**src/rtl/datapath_ctrl_pkg.sv**
```systemverilog
// rtl/datapath_ctrl_pkg.sv - shared types, opcodes and FSM helper functions for datapath_controller
package datapath_ctrl_pkg;

  // State encodings are exported unchanged on state_out
  typedef enum logic [3:0] {
    ST_INIT   = 4'd0,
    ST_FETCH  = 4'd1,
    ST_DECODE = 4'd2,
    ST_NOOP   = 4'd3,
    ST_LOAD_A = 4'd4,
    ST_LOAD_B = 4'd5,
    ST_STORE  = 4'd6,
    ST_ADD    = 4'd7,
    ST_SUB    = 4'd8,
    ST_HALT   = 4'd9
  } state_t;

  localparam logic [3:0] OP_NOOP  = 4'd0;
  localparam logic [3:0] OP_STORE = 4'd1;
  localparam logic [3:0] OP_LOAD  = 4'd2;
  localparam logic [3:0] OP_ADD   = 4'd3;
  localparam logic [3:0] OP_SUB   = 4'd4;
  localparam logic [3:0] OP_HALT  = 4'd5;

  localparam logic [2:0] ALU_PASS = 3'b000;
  localparam logic [2:0] ALU_ADD  = 3'b001;
  localparam logic [2:0] ALU_SUB  = 3'b010;

  // Datapath control bundle; one value per FSM state
  typedef struct packed {
    logic       d_wr;
    logic       rf_sel;
    logic       rf_w_en;
    logic [2:0] alu_s0;
    logic       halted;
  } ctrl_t;

  localparam ctrl_t CTRL_IDLE = '{d_wr: 1'b0, rf_sel: 1'b0, rf_w_en: 1'b0,
                                  alu_s0: ALU_PASS, halted: 1'b0};

  // Successor state; undefined opcodes fall into NOOP
  function automatic state_t next_state(input state_t cur, input logic [3:0] op);
    state_t nxt;
    nxt = ST_INIT;
    case (cur)
      ST_INIT:   nxt = ST_FETCH;
      ST_FETCH:  nxt = ST_DECODE;
      ST_DECODE: begin
        case (op)
          OP_STORE: nxt = ST_STORE;
          OP_LOAD:  nxt = ST_LOAD_A;
          OP_ADD:   nxt = ST_ADD;
          OP_SUB:   nxt = ST_SUB;
          OP_HALT:  nxt = ST_HALT;
          default:  nxt = ST_NOOP;
        endcase
      end
      ST_LOAD_A: nxt = ST_LOAD_B;
      ST_HALT:   nxt = ST_HALT;
      default:   nxt = ST_FETCH;
    endcase
    return nxt;
  endfunction

  // Moore output map: controls that must be visible while in state st
  function automatic ctrl_t ctrl_of(input state_t st);
    ctrl_t c;
    c = CTRL_IDLE;
    case (st)
      ST_STORE:  c.d_wr = 1'b1;
      ST_LOAD_A: c.rf_sel = 1'b1;
      ST_LOAD_B: begin
        c.rf_sel  = 1'b1;
        c.rf_w_en = 1'b1;
      end
      ST_ADD: begin
        c.alu_s0  = ALU_ADD;
        c.rf_w_en = 1'b1;
      end
      ST_SUB: begin
        c.alu_s0  = ALU_SUB;
        c.rf_w_en = 1'b1;
      end
      ST_HALT:   c.halted = 1'b1;
      default:   c = CTRL_IDLE;
    endcase
    return c;
  endfunction

endpackage

```
**src/rtl/datapath_controller_pc_ir_reg.sv**
```systemverilog
// rtl/datapath_controller_pc_ir_reg.sv - program counter and instruction register
module pc_ir_reg #(
  parameter int PC_W    = 7,
  parameter int INSTR_W = 16
) (
  input  logic               clk,
  input  logic               PC_clr,
  input  logic               PC_up,
  input  logic               IR_ld,
  input  logic [INSTR_W-1:0] instr,
  output logic [PC_W-1:0]    pc,
  output logic [INSTR_W-1:0] ir
);

  // Clear dominates; PC wraps naturally modulo 2^PC_W
  always_ff @(posedge clk) begin
    if (PC_clr) begin
      pc <= '0;
      ir <= '0;
    end else begin
      if (PC_up) pc <= pc + PC_W'(1);
      if (IR_ld) ir <= instr;
    end
  end

endmodule

```
**src/rtl/datapath_controller.sv**
```systemverilog
// rtl/datapath_controller.sv - Moore FSM sequencing the 16-bit datapath one instruction at a time
module datapath_controller
  import datapath_ctrl_pkg::*;
#(
  parameter int PC_W    = 7,
  parameter int INSTR_W = 16
) (
  input  logic               clk,
  input  logic               reset,
  input  logic [INSTR_W-1:0] I_data,
  output logic [PC_W-1:0]    PC_addr,
  output logic [INSTR_W-1:0] IR_out,
  output logic [3:0]         state_out,
  output logic [7:0]         D_addr,
  output logic               D_wr,
  output logic               RF_sel,
  output logic               RF_W_en,
  output logic [3:0]         WriteAddr,
  output logic [3:0]         rdAddrA,
  output logic [3:0]         rdAddrB,
  output logic [2:0]         ALU_s0,
  output logic               halted
);

  state_t     state;
  ctrl_t      ctrl;
  logic       pc_clr;
  logic       pc_up;
  logic       ir_ld;
  logic [3:0] opcode;

  // IR captures I_data and PC advances on the edge that leaves FETCH
  assign pc_clr = reset;
  assign pc_up  = (state == ST_FETCH);
  assign ir_ld  = (state == ST_FETCH);

  pc_ir_reg #(
    .PC_W    (PC_W),
    .INSTR_W (INSTR_W)
  ) u_pc_ir (
    .clk    (clk),
    .PC_clr (pc_clr),
    .PC_up  (pc_up),
    .IR_ld  (ir_ld),
    .instr  (I_data),
    .pc     (PC_addr),
    .ir     (IR_out)
  );

  assign opcode = IR_out[15:12];

  // Register fields decode straight from IR in every state
  assign rdAddrA   = IR_out[11:8];
  assign rdAddrB   = IR_out[7:4];
  assign WriteAddr = IR_out[3:0];
  assign D_addr    = (opcode == OP_STORE) ? IR_out[7:0] : IR_out[11:4];

  // FSM: controls are registered from the successor state so they align with it
  always_ff @(posedge clk) begin
    if (reset) begin
      state <= ST_INIT;
      ctrl  <= CTRL_IDLE;
    end else begin
      state <= next_state(state, opcode);
      ctrl  <= ctrl_of(next_state(state, opcode));
    end
  end

  assign state_out = state;
  assign D_wr      = ctrl.d_wr;
  assign RF_sel    = ctrl.rf_sel;
  assign RF_W_en   = ctrl.rf_w_en;
  assign ALU_s0    = ctrl.alu_s0;
  assign halted    = ctrl.halted;

endmodule

```
**config.mk**
```make
export PLATFORM = sky130hd
export DESIGN_NAME = datapath_controller
export DESIGN_NICKNAME = d
export VERILOG_FILES = /design/src/rtl/datapath_ctrl_pkg.sv /design/src/rtl/datapath_controller_pc_ir_reg.sv /design/src/rtl/datapath_controller.sv
export SDC_FILE = /design/constraint.sdc
export NUM_CORES = 1
export LEC_CHECK = 0
export ABC_AREA = 0
export CELL_PAD_IN_SITES_DETAIL_PLACEMENT = 1
export CELL_PAD_IN_SITES_GLOBAL_PLACEMENT = 1
export CORE_MARGIN = 4
export CORE_UTILIZATION = 29
export CTS_CLUSTER_DIAMETER = 40
export CTS_CLUSTER_SIZE = 12
export DETAILED_ROUTE_END_ITERATION = 12
export PLACE_DENSITY = 0.75
export SYNTH_ARGS = -nofsm -noshare
export SYNTH_HDL_FRONTEND = slang
export SYNTH_HIERARCHICAL = 1
export SYNTH_SLANG_ARGS = --single-unit
```
**constraint.sdc**
```tcl
create_clock -name clk -period 2 [get_ports clk]
set_clock_uncertainty 0.05 [all_clocks]
set_input_delay 0.4 -clock clk [delete_from_list [all_inputs] [get_ports clk]]
set_output_delay 0.4 -clock clk [all_outputs]
set_load 0.005 [all_outputs]
```
==> results.md <==
- The fraction of layout instances using a drive strength above 1 is 18.4%.
- The die covers 0.00631 sq mm.
- The antenna diode count is 0.
- In the final routed layout, each cell accounts on average for 14.4 um.
- The startpoint class of the critical path is a register.
- The buffer depth of the longest clock path is 2.
- Cells fill 49.5% of the core in the end.
- Counting the buffers created by CTS gives 5.
- The type of the worst min-delay path is reg2reg.
- The largest fanout on the critical path is 3.
- For this design the ratio of total power to cell area is 872 mW/mm^2.
- The standard-cell row count is 25.
- The area of the core is 0.00482 sq mm.
- The leading area contributor after synthesis is dfxtp_1.
- The total count of max-transition violations in the final report came to 0.
- Across the VDD grid, the largest voltage drop is 0.326 mV.
- At the pin with the least slew margin, the transition time is 558 ps.
- Across the run, the number of max-cap violations was 0.
- Setup repair after global routing could not meet its margin everywhere.
- The element type at the critical path end is a primary output.
- Among the stages of the critical path, the cell type that occurs most often is buf_6.
- Headroom to the max-slew limit came out at 62.4%.
- After synthesis the cells add up to 0.00148 sq mm.
- 72 I/O pins were placed.
- The setup slack after placement is -59.8 ps.
- The number of design-rule violations left by the first detailed-router iteration is 35.
- Measured in cells, the most critical reg-to-reg path has a length of 5.
- The CTS tree is done.
- The residual antenna-violating net count after detailed routing is 0.
- The arrival time at the worst endpoint is 1650 ps.
- Based on the critical path, the design can be clocked at up to 0.475 GHz.
- The area growth from synthesis to layout is 61.3%.
- The first-pass iteration count of the detailed router is 4.
- The DRC violations left is 0.
- Clock-pin slew was measured on the worst setup and hold paths at 70 ps.
- The reg-to-reg setup timing slack is 310 ps.
- The final layout contains routed wiring with a total length of 4.17 mm.
- The warning count from the yosys run is 6.
- Synthesis instantiated 29 different standard cells from the library.
- On the critical path, the stage with the largest delay is an instance of dfxtp_2.
- The final reports fail on setup timing.
- The flow ran to the end, but the final reports show violations.
- Global routing consumed, over all layers together, 13.7% of the routing resources.
- The clock latency reported for the late side of the worst-skew pair is 290 ps.
- The number of failing setup endpoints in the final timing report is 6.
- The count of flip-flops with a built-in enable after synthesis is 0.
- In this run the tool buffered the top-level ports with 70 buffer cells.
- The finished cells cover 0.00239 sq mm.
- In the post-route analysis, the smallest setup slack over all paths is -104 ps.
- The first global-routing pass estimated 6.67 mm of wire.
- After detailed routing, the number of vias per cell comes to 4.60.
- Summing over every cut layer, the via total after detailed routing is 1335.
- The number of instances in the synthesized netlist is 152.
- The remaining global-route overflow is 0.
- The worst hold path begins at u_pc_ir/pc[6]$_SDFFE_PP0P_.
- The sum of negative setup slack is -382 ps.
- In this run the mean area of a mapped cell was 9.73 sq um.
- After the last flow step, the layout net total stands at 242.
- Ranked by total cell area, the synthesized netlist is headed by dfxtp_1 (45%), mux2i_1 (12%), buf_4 (7.6%).
- The most frequently used flop master after synthesis is dfxtp_1.
- The initial standard-cell utilization of the core is 30.7%.
- Entering global routing, the biggest net connects 19 pins.
- The critical path goes through nor4b_4, buf_4, buf_6, mux2_4, buf_6.
- By instance count, the leading cell after synthesis is dfxtp_1.
- The timing startpoint of the critical path is u_pc_ir/ir[13]$_SDFFE_PP0P_.
- The required time of the critical path is 1550 ps.
- In this run the static leakage power is 0.955 nW.
- The proportion of register bits with asynchronous set or reset after synthesis is 0%.
- The commonest cells after synthesis are dfxtp_1 (33), nor2_1 (25), mux2i_1 (18).
- Measured along the y axis, the die boundary spans 79.4 um.
- After layout, the minimum clock period comes to 2100 ps.
- In this run the number of H-tree levels came out at 2.
- The number of antenna violations at the first check in global routing is 0.
- The ratio of final minimum period to clock period is 105%.
- The worst hold path cell count is 2.
- The weighted congestion at the end of routability-driven global placement is 0.793.
- The biggest cell delay along the critical path is 330 ps.
- The count of final hold-check violations was 0.
- Of the synthesized area, sequential elements account for 44.7%.
- The number of hold buffers added after CTS was 0.
- The cell at the root of the clock tree is clkbuf_8.
- The die is 79.4 um wide.
- The placed wire-length estimate is 3.12 mm.
- The worst setup path is of the reg2out kind.
- The startpoint identified for the worst register-to-register timing path is state_out[0]$_SDFF_PP0_.
- The number of global-route vias before repair was 1370.
- In this run the cell area measured after placement is 0.00221 sq mm.
- The top cell type by area accounts for 44.7% of the synthesized area.
- Counting every sink on the clock net gives 33.
- The synthesized net count is 171.
- The number of synthesized register bits is 33.
==> routing by layer <==
layer  share of wire [%]  global-route usage, %  vias to the layer above
li1                    -                      -                      638
met1                  44                   16.7                      639
met2                  46                   21.0                       50
met3                 8.2                   5.08                        8
met4                 1.8                   7.22                        0
met5                   0                      0                        -
==> final cells by class <==
class,count,area [sq um]
clock buffers,7,86.3
fillers,556,2430
inverters,3,11.3
multi-input cells,96,707
flip-flops and latches,33,663
well taps,67,83.8
repair buffers,84,835
==> kinds of logic (layout without fill, tap and decap cells) <==
kind of cell / after synthesis / after routing / share of synthesized area [%]
simple gates: 51 / 51 / 18.4
flops: 33 / 33 / 44.7
mux: 26 / 26 / 18.3
buf+inv: 23 / 94 / 9.90
compound gates: 11 / 11 / 4.15
xor+xnor: 6 / 6 / 3.55
fa+ha+maj: 1 / 1 / 0.846
other cells: 1 / 1 / 0.254
==> sequential cells by signal, indices dropped and copies added, names as in the netlist <==
name and count:
u_pc_ir/ir 16, state_out 4, u_pc_ir/pc 7, halted 1, RF_sel 1, ALU_s0 2
RF_W_en 1, D_wr 1
==> stage by stage <==
stage / hold WS [ps] / power, mW / std cells
6_report: 448 / 2.08 / 290
5_1_grt: 463 / 2.20 / 290
4_1_cts: 448 / 2.08 / 290
3_5_place_dp: 439 / 1.52 / 279
3_3_place_gp: 420 / 1.51 / 279
2_1_floorplan: 418 / 1.18 / 152
==> cells in the final DEF, fill, tap and decap left out, types with 2 or more instances in the layout <==
cell	Yosys	routed
nor3_1	4	3
nor3b_1	3	3
dfxtp_1	33	31
clkbuf_8	0	6
nor2b_1	3	3
or3_1	3	3
dfxtp_2	0	2
mux2_4	0	8
nand2_1	4	4
o21ai_0	5	5
xor2_1	5	5
nor2_1	25	25
a21oi_1	4	4
buf_6	0	13
mux2i_1	18	18
inv_1	3	3
buf_4	15	9
clkdlybuf4s50_1	0	62
nand4_1	3	3
==> path summary, 6_finish.rpt <==
path | to
setup / recovery | D_addr[7]
hold / removal | u_pc_ir/pc[6]$_SDFFE_PP0P_
setup reg to reg | u_pc_ir/pc[6]$_SDFFE_PP0P_
hold reg to reg | u_pc_ir/pc[6]$_SDFFE_PP0P_
==> worst max-delay path, delay by kind of cell (launching register included) <==
family / cells / cell delay, ps
buf+inv: 3 / 420
flops: 1 / 330
simple gates: 1 / 330
mux: 1 / 290
==> where the power goes <==
group | internal (mW) | leakage [nW] | total (mW) | switching [mW]
clock network | 0.273 | 0.0443 | 0.518 | 0.245
registers | 0.730 | 0.270 | 0.818 | 0.0885
logic | 0.464 | 0.641 | 0.745 | 0.281
==> what timing repair did <==
item                       in CTS  in global routing
setup endpoints to repair       8                  8
buffers inserted                4                  0
resized for setup              48                  7
pin swaps                       1                  1
Power figures use the tool's default switching activity.
